File: config.mk
export PLATFORM = sky130hd
export DESIGN_NAME = hue_defect_classifier
export DESIGN_NICKNAME = d
export VERILOG_FILES = /design/src/rtl/hue_defect_classifier.sv
export SDC_FILE = /design/constraint.sdc
export NUM_CORES = 1
export LEC_CHECK = 0
export BUFFER_PORTS_ARGS = -buffer_cell sky130_fd_sc_hd__buf_2
export CORE_MARGIN = 4
export CORE_UTILIZATION = 45
export DETAILED_ROUTE_END_ITERATION = 10
export GPL_TIMING_DRIVEN = 0
export HOLD_SLACK_MARGIN = 0.02
export PLACE_DENSITY = 0.67
export SYNTH_ARGS = -nofsm -noshare
export SYNTH_HDL_FRONTEND = slang
export SYNTH_HIERARCHICAL = 1
export SYNTH_SLANG_ARGS = --single-unit
File: constraint.sdc
create_clock -name video_clk -period 5.8 [get_ports video_clk]
set_input_delay 0.29 -clock video_clk [delete_from_list [all_inputs] [get_ports video_clk]]
set_output_delay 0.29 -clock video_clk [all_outputs]
set_load 0.005 [all_outputs]
File: src/rtl/hue_defect_classifier.sv
// hue_defect_classifier
//   Per-frame hue-window pixel counter with frame-level hysteresis.
//   Each channel counts valid pixels whose hue lies in a programmable,
//   wrap-capable window. At every frame boundary the counts are latched,
//   compared against per-channel thresholds, and the decision is debounced
//   over CONFIRM consecutive evaluated frames.
// Ports
//   video_clk, rst_n      pixel clock, synchronous active-low reset
//   face_vsync, face_de   frame sync (edge into VS_POL = boundary), pixel valid
//   hsv_h                 per-channel hue, ch i = [8i+7:8i]
//   hue_lo, hue_hi        per-channel inclusive window bounds (lo > hi wraps)
//   cnt_thresh            per-channel count threshold, sampled in EVAL
//   frame_cnt             in-window counts of the last closed frame
//   frame_vld             1-cycle pulse: frame evaluated
//   short_frame           1-cycle pulse: frame too small, not evaluated
//   det_flag              debounced per-channel detection

// Per-channel datapath: window compare, saturating count, hysteresis.
module hue_defect_ch #(
    parameter int CNT_W   = 20,
    parameter int CONFIRM = 3
) (
    input  logic             clk,
    input  logic             rst_n,
    input  logic             pix_en,    // valid pixel while the frame is open
    input  logic [7:0]       hue,
    input  logic [7:0]       lo,
    input  logic [7:0]       hi,
    input  logic [CNT_W-1:0] thresh,
    input  logic             eval,      // latch + clear cycle
    input  logic             judge,     // eval cycle of a large-enough frame
    output logic [CNT_W-1:0] frame_cnt,
    output logic             det
);
    localparam int               RUN_W   = $clog2(CONFIRM + 1);
    localparam logic [CNT_W-1:0] CNT_MAX = '1;
    localparam logic [RUN_W-1:0] RUN_MAX = RUN_W'(CONFIRM);

    logic             in_win, hit, above;
    logic [CNT_W-1:0] cnt;
    logic [RUN_W-1:0] above_run, below_run, above_nxt, below_nxt;

    always_comb begin
        // lo > hi means the window wraps through 255 -> 0
        in_win    = (lo <= hi) ? (hue >= lo && hue <= hi) : (hue >= lo || hue <= hi);
        above     = cnt >= thresh;
        above_nxt = (above_run == RUN_MAX) ? above_run : above_run + RUN_W'(1);
        below_nxt = (below_run == RUN_MAX) ? below_run : below_run + RUN_W'(1);
    end

    always_ff @(posedge clk) begin
        if (!rst_n) begin
            hit       <= 1'b0;
            cnt       <= '0;
            frame_cnt <= '0;
            above_run <= '0;
            below_run <= '0;
            det       <= 1'b0;
        end else begin
            hit <= pix_en && in_win;
            if (eval) begin
                frame_cnt <= cnt;
                cnt       <= '0;
                if (judge) begin
                    if (above) begin
                        below_run <= '0;
                        above_run <= above_nxt;
                        if (above_nxt == RUN_MAX) det <= 1'b1;
                    end else begin
                        above_run <= '0;
                        below_run <= below_nxt;
                        if (below_nxt == RUN_MAX) det <= 1'b0;
                    end
                end
            end else if (hit && cnt != CNT_MAX) begin
                cnt <= cnt + CNT_W'(1);
            end
        end
    end
endmodule

module hue_defect_classifier #(
    parameter int   NUM_CH  = 3,
    parameter int   H_DISP  = 1024,
    parameter int   V_DISP  = 768,
    parameter int   CNT_W   = 20,
    parameter int   CONFIRM = 3,
    parameter int   MIN_PIX = 393216,
    parameter logic VS_POL  = 1'b1
) (
    input  logic                         video_clk,
    input  logic                         rst_n,
    input  logic                         face_vsync,
    input  logic                         face_de,
    input  logic [NUM_CH-1:0][7:0]       hsv_h,
    input  logic [NUM_CH-1:0][7:0]       hue_lo,
    input  logic [NUM_CH-1:0][7:0]       hue_hi,
    input  logic [NUM_CH-1:0][CNT_W-1:0] cnt_thresh,
    output logic [NUM_CH-1:0][CNT_W-1:0] frame_cnt,
    output logic                         frame_vld,
    output logic                         short_frame,
    output logic [NUM_CH-1:0]            det_flag
);
    // A frame can never hold more than H_DISP*V_DISP pixels, so the minimum
    // is capped there to keep a full frame evaluable.
    localparam int               FRAME_PIX = H_DISP * V_DISP;
    localparam int               MIN_EFF   = (MIN_PIX > FRAME_PIX) ? FRAME_PIX : MIN_PIX;
    localparam logic [CNT_W-1:0] CNT_MAX   = '1;

    typedef enum logic [1:0] {IDLE, ACTIVE, CLOSE, EVAL} state_t;

    state_t           state;
    logic             vs_d, de_r, bnd, pix_en, in_eval, tot_ok;
    logic [CNT_W-1:0] tot;

    always_comb begin
        bnd     = (face_vsync == VS_POL) && (vs_d != VS_POL);
        // Only pixels sampled while ACTIVE enter stage 0; CLOSE then drains it.
        pix_en  = face_de && (state == ACTIVE);
        in_eval = (state == EVAL);
        tot_ok  = 32'(tot) >= MIN_EFF;
    end

    always_ff @(posedge video_clk) begin
        if (!rst_n) begin
            state       <= IDLE;
            vs_d        <= 1'b0;
            de_r        <= 1'b0;
            tot         <= '0;
            frame_vld   <= 1'b0;
            short_frame <= 1'b0;
        end else begin
            vs_d        <= face_vsync;
            de_r        <= pix_en;
            frame_vld   <= 1'b0;
            short_frame <= 1'b0;
            if (in_eval)                    tot <= '0;
            else if (de_r && tot != CNT_MAX) tot <= tot + CNT_W'(1);
            case (state)
                IDLE:    if (bnd) state <= ACTIVE;   // first boundary only arms
                ACTIVE:  if (bnd) state <= CLOSE;
                CLOSE:   state <= EVAL;
                EVAL: begin
                    frame_vld   <= tot_ok;
                    short_frame <= !tot_ok;
                    state       <= ACTIVE;
                end
                default: state <= IDLE;
            endcase
        end
    end

    hue_defect_ch #(.CNT_W(CNT_W), .CONFIRM(CONFIRM)) u_ch [NUM_CH-1:0] (
        .clk       (video_clk),
        .rst_n     (rst_n),
        .pix_en    (pix_en),
        .hue       (hsv_h),
        .lo        (hue_lo),
        .hi        (hue_hi),
        .thresh    (cnt_thresh),
        .eval      (in_eval),
        .judge     (in_eval && tot_ok),
        .frame_cnt (frame_cnt),
        .det       (det_flag)
    );
endmodule

**Word level (Yosys, flattened, before mapping)**

Cells that the tools add are included.

- Add/sub/neg operators: 10
- Order comparisons: 13
- Equal/unequal tests: 24
- Muxes and demuxes: 27
- Bitwise operators: 2
- Reductions and logical operators: 28

Operator list:

| operator | count |
|---|---|
| adder 20 x 1 -> 20 bit, second input constant | 4 |
| inequality test 20 bit, second input constant | 4 |
| >= comparator 20 bit | 3 |
| <= comparator 8 bit | 6 |
| == test 2 bit, second input constant | 14 |
| two-way mux 2 bit | 14 |
| >= comparator 8 bit | 3 |
| >= comparator 20 x 19 -> 1 bit, second input constant | 1 |
| logical AND 1 bit | 13 |
| adder 2 x 1 -> 2 bit, second input constant | 6 |
| two-way mux 1 bit | 12 |
| AND reduction 4 bit | 3 |
| inequality test 2 bit, second input constant | 5 |
| case mux 2 bit (4 select lines) | 1 |
| AND reduction 2 bit | 3 |
| nonzero test 2 bit | 3 |
| logical OR 1 bit | 3 |
| == test 2 x 1 -> 1 bit, second input constant | 1 |
| logical NOT 2 bit | 1 |
| inverter 1 bit | 2 |
| OR reduction 2 bit | 1 |
| logical NOT 1 bit | 1 |

- Register bits: 164
- Logic and storage cells: 128

**Logic depth before layout (Yosys ltp)**

- Depth after elaboration: 5
- Mapped depth: 8

**By module**

Netlist, hierarchy kept.

By module, submodules not included:

| module | times used | cells each | area an instance (µm²) | seq. area each (µm²) |
|---|---|---|---|---|
| hue_defect_ch | 3 | 343 | 2,964.1 | 920.9 |
| hue_defect_classifier | 1 | 154 | 1,312.5 | 520.5 |

**Worst setup path after synthesis**

Ideal clock, no wire load.

- Path kind: reg2reg
- Start: register u_ch[0].cnt[0]
- End: register u_ch[0].above_run[1]
- Setup time: 0.115 ns
- Arrival time: 1.909 ns
- Slack: 3.776 ns
- Cell stages (with the launch flop): 9
- Path buffers: 0
- Path through: dfxtp_1 inv_1 ha_1 nand2b_1 a2111oi_0 o21ai_0 a211oi_1 nand2_1 and3b_1

- Word-level cells in the longest chain between the ends: 2

Ends and longest elaborated chain:

| item | line | RTL |
|---|---|---|
| start: declaration | 40 | `logic [CNT_W-1:0] cnt;` |
| start signal: assignment | 76 | `cnt <= cnt + CNT_W'(1);` |
| >= comparator 20 bit | 46 | `above = cnt >= thresh;` |
| two-way mux 2 bit | 65 | `if (above) begin` |
| end signal: assignment | 67 | `above_run <= above_nxt;` |
| end: declaration | 41 | `logic [RUN_W-1:0] above_run, below_run, above_nxt, below_nxt;` |

Every way passes these cells.
A chain may end at the register's enable or synchronous reset.

**Worst setup path after layout**

Same ends and word-level chain as after synthesis.

==> flow_summary.yaml <==
sta:
  finClkSkew_ps: 13.12
  post-route-min-period_ps: 2606
  timing.fmax_mhz: 383.7
  fin_setup_tns_ps: 0
  hold-worst-slack_ps: 82.33
  worst_pin_slew_ps: 824.4
  final_max_slew_viol_count: 0
  setup_violations: 0
  finalCritPeriodShare_pct: 44.94
  slew-limit-headroom_pct: 45.04
  grt_setup_unrepaired: "false"
  final_hold_viol_count: 0
logic_synthesis:
  synth_area_leaders: "dfxtp_1 32%, ha_1 17%, mux2i_1 6.3%"
  syn_inst: 1183
  synthMuxAreaShare_pct: 6.278
  seq_area_frac_synth_pct: 32.17
  synth_edf_count: 0
  netlist.top_cell.by_area: "dfxtp_1"
  synth_cell_types: 53
  yosysWarningCount: 6
  synth_adder_area_share_pct: 17.58
  synth_top_family_by_area: "simple AND/OR/NAND/NOR gates"
  syn_avg_cell_area_um2: 8.626
  synth_compound_area_share_pct: 12.64
  yosysTopAreaCellShare_pct: 32.17
  ys.flop_type: "dfxtp_1"
  synth-simple-area-share_pct: 21.28
  ys_ff_latch: 164
  ys_async_sr_fraction_pct: 0
  netlist_area_mm2: 0.01020
  synth_fp_nets: 1460
  synth_xor_xnor_area_share_pct: 4.034
routing:
  drt_wl_total_um: 23740
  via_per_inst: 5.176
  wl_per_cell_um: 14.01
  drt_pass1_iterations: 6
  drtIter0Drc: 382
  route.detailed.drc: 0
  vias: 8774
  ant_nets: 0
floorplanning:
  num_rows: 54
  die_h_um: 158.6
  coreArea_mm2: 0.02209
  dieArea_mm2: 0.02515
  io_pins: 201
  die_x_um: 158.6
  start_util_pct: 46.19
clock_network:
  cts_resized: 0
  cts_tree: "yes"
  clkSinkCount: 164
  ctsHtreeMaxLevel: 4
  clkLatencyLatePin_ps: 430
  cts-root-buf: "clkbuf_16"
  cts_setup_buffers: 0
  path_clk_slew_ps: 70
  hold_buffers: 0
  cts_buffers: 17
  cts_buffer_depth: 2
setup_path:
  critical_path.max_stage_delay_ps: 650
  required_ps: 6120
  rr_worst_depth: 8
  rr_startpoint: "u_ch[0]/cnt[0]"
  cp_cell_sequence: "inv_1 > ha_1 > nand2b_1 > a2111oi_0 > o21ai_0 > a211oi_1 > nand2_1 > and3b_1"
  critPathLaunchType: "flop"
  crit_fanout: 5
  timing.reg2reg.setup_slack_ps: 3190
  slowest_stage: "a211oi_1"
  endpoint_kind: "flop"
  r2r_end: "u_ch[0]/above_run[1]"
  critPathBufInv: 1
  critical-path-top-delay-family: "compound AO/OA/AOI/OAI gates"
  crit_arrival_ps: 2920
  path_class: "flop to flop"
status:
  status: "completed"
global_route:
  grt_usage_pct: 18.88
  grt_pass1_wl_um: 38830
  grt_max_degree: 36
  grt_pass1_vias: 8433
  antenna_found_initial: 3
  gr-total-overflow: 0
final_layout:
  design_area_mm2: 0.01215
  post-route-util_pct: 54.99
  multi_input_area_mm2: 0.006309
  n_antenna_cell: 0
  area_delta_synth_final_pct: 19.05
  nets: 1679
  seqCellArea_mm2: 0.003283
  fin_cells: 1695
  nFillCells: 2087
  drive_gt1_share_pct: 18.73
power:
  peakVddDrop_uv: 197.0
  power.leakage_nw: 5.409
  power.density_mw_per_mm2: 212.7
hold_path:
  min_from: "face_vsync"
  min_path_type: "input port to flop"
  hold_depth: 2
  hold-path-endpoint: "vs_d"
place:
  dp.final_hpwl_um: 18880
  dpl-instance-area_mm2: 0.01156
  dp_cells: 1663
  gp_congestion: 0.8384
  portBuffers: 200
flow_run:
  max-cap-violations: 0
registers in the layout, indices dropped and copies added, names as in the netlist:
signal,count
u_ch/cnt,60
u_ch/frame_cnt,60
tot,20
u_ch/above_run,6
u_ch/below_run,6
u_ch/det,3
u_ch/hit,3
state,2
de_r,1
frame_vld,1
short_frame,1
vs_d,1
worst max path at each step:
stage | from | cells past startpoint | end
final | u_ch[0]/cnt[0] | 8 | u_ch[0]/above_run[1]
after global routing | u_ch[0]/cnt[0] | 8 | u_ch[0]/above_run[1]
after CTS | u_ch[1]/cnt[0] | 8 | u_ch[1]/above_run[1]
after detailed placement | u_ch[1]/cnt[0] | 8 | u_ch[1]/above_run[1]
after global placement | u_ch[0]/cnt[0] | 8 | u_ch[0]/above_run[1]
after floorplan | u_ch[0]/cnt[0] | 8 | u_ch[0]/above_run[1]
synth_stat cells, types with 8 or more instances:
master    number
and3_1        14
ha_1         141
a21o_1         9
nand2_1       56
o211ai_1      12
a211oi_1      17
nand4_1       39
nor2_1       107
nor4_1         9
a21oi_1       81
and2_1         8
or3_1         13
xnor2_1       26
nand3_1       26
mux2i_1       64
inv_1        135
clkbuf_1      21
o21ai_0       38
nor3_1        10
nor2b_1       72
xor2_1        21
dfxtp_1      164
per-stage QoR:
stage | setup WS (ps) | total power [mW]
5_1_grt | 2994 | 2.714
6_report | 3194 | 2.584
3_3_place_gp | 3242 | 1.475
4_1_cts | 3184 | 2.622
3_5_place_dp | 3189 | 1.483
2_1_floorplan | 3776 | 1.368
area by class of cell:
class	count	area share [%]
buffer	28	0.8754
clock buffer	18	3.615
clock inverter	14	1.267
inverter	135	4.171
multi-input combinational	856	51.93
sequential	164	27.02
tap	280	2.884
timing repair buffer	200	8.239
logic make-up after synthesis:
| family | Yosys count |
|---|---|
| compound gates | 202 |
| mux | 64 |
| fa+ha+maj | 144 |
| buf+inv | 163 |
| flops | 164 |
| simple gates | 399 |
| xor+xnor | 47 |
power breakdown:
| group | total [mW] | switching, mW | internal [mW] |
|---|---|---|---|
| Sequential | 1.14 | 0.00872 | 1.13 |
| Clock | 1.13 | 0.478 | 0.649 |
| Combinational | 0.313 | 0.171 | 0.142 |
| Total | 2.58 | 0.659 | 1.93 |
per-layer routing:
layer	vias up	part of all wire, %	GRT usage, %
met4	6	1.7	5.971
met3	32	5.4	5.056
met2	178	47	31.43
met1	3984	46	23.86
met5	-	0.14	0
li1	4574	-	-
cells in the final DEF, fill, tap and decap left out, types with 4 or more instances in the layout:
cell	instances
o21a_1	6
o211ai_1	12
dfxtp_1	164
o21ai_0	38
nor4_1	9
nor2b_1	72
buf_1	6
buf_2	201
nand2_1	56
and3_2	7
or3_1	13
clkbuf_16	17
a21o_1	9
o22ai_1	4
inv_1	135
a211oi_1	17
and4_1	4
nand2b_1	7
a31o_2	4
nor3_1	10
xnor2_1	26
clkinv_4	5
nor3b_1	6
nor2_1	107
nand4_1	39
clkbuf_1	21
mux2i_1	64
ha_1	141
and3_1	14
or4_4	4
a21oi_1	81
nand3_1	26
a31oi_1	5
and2_1	8
xor2_1	21
Note: power is estimated with default switching activity, not from simulation.
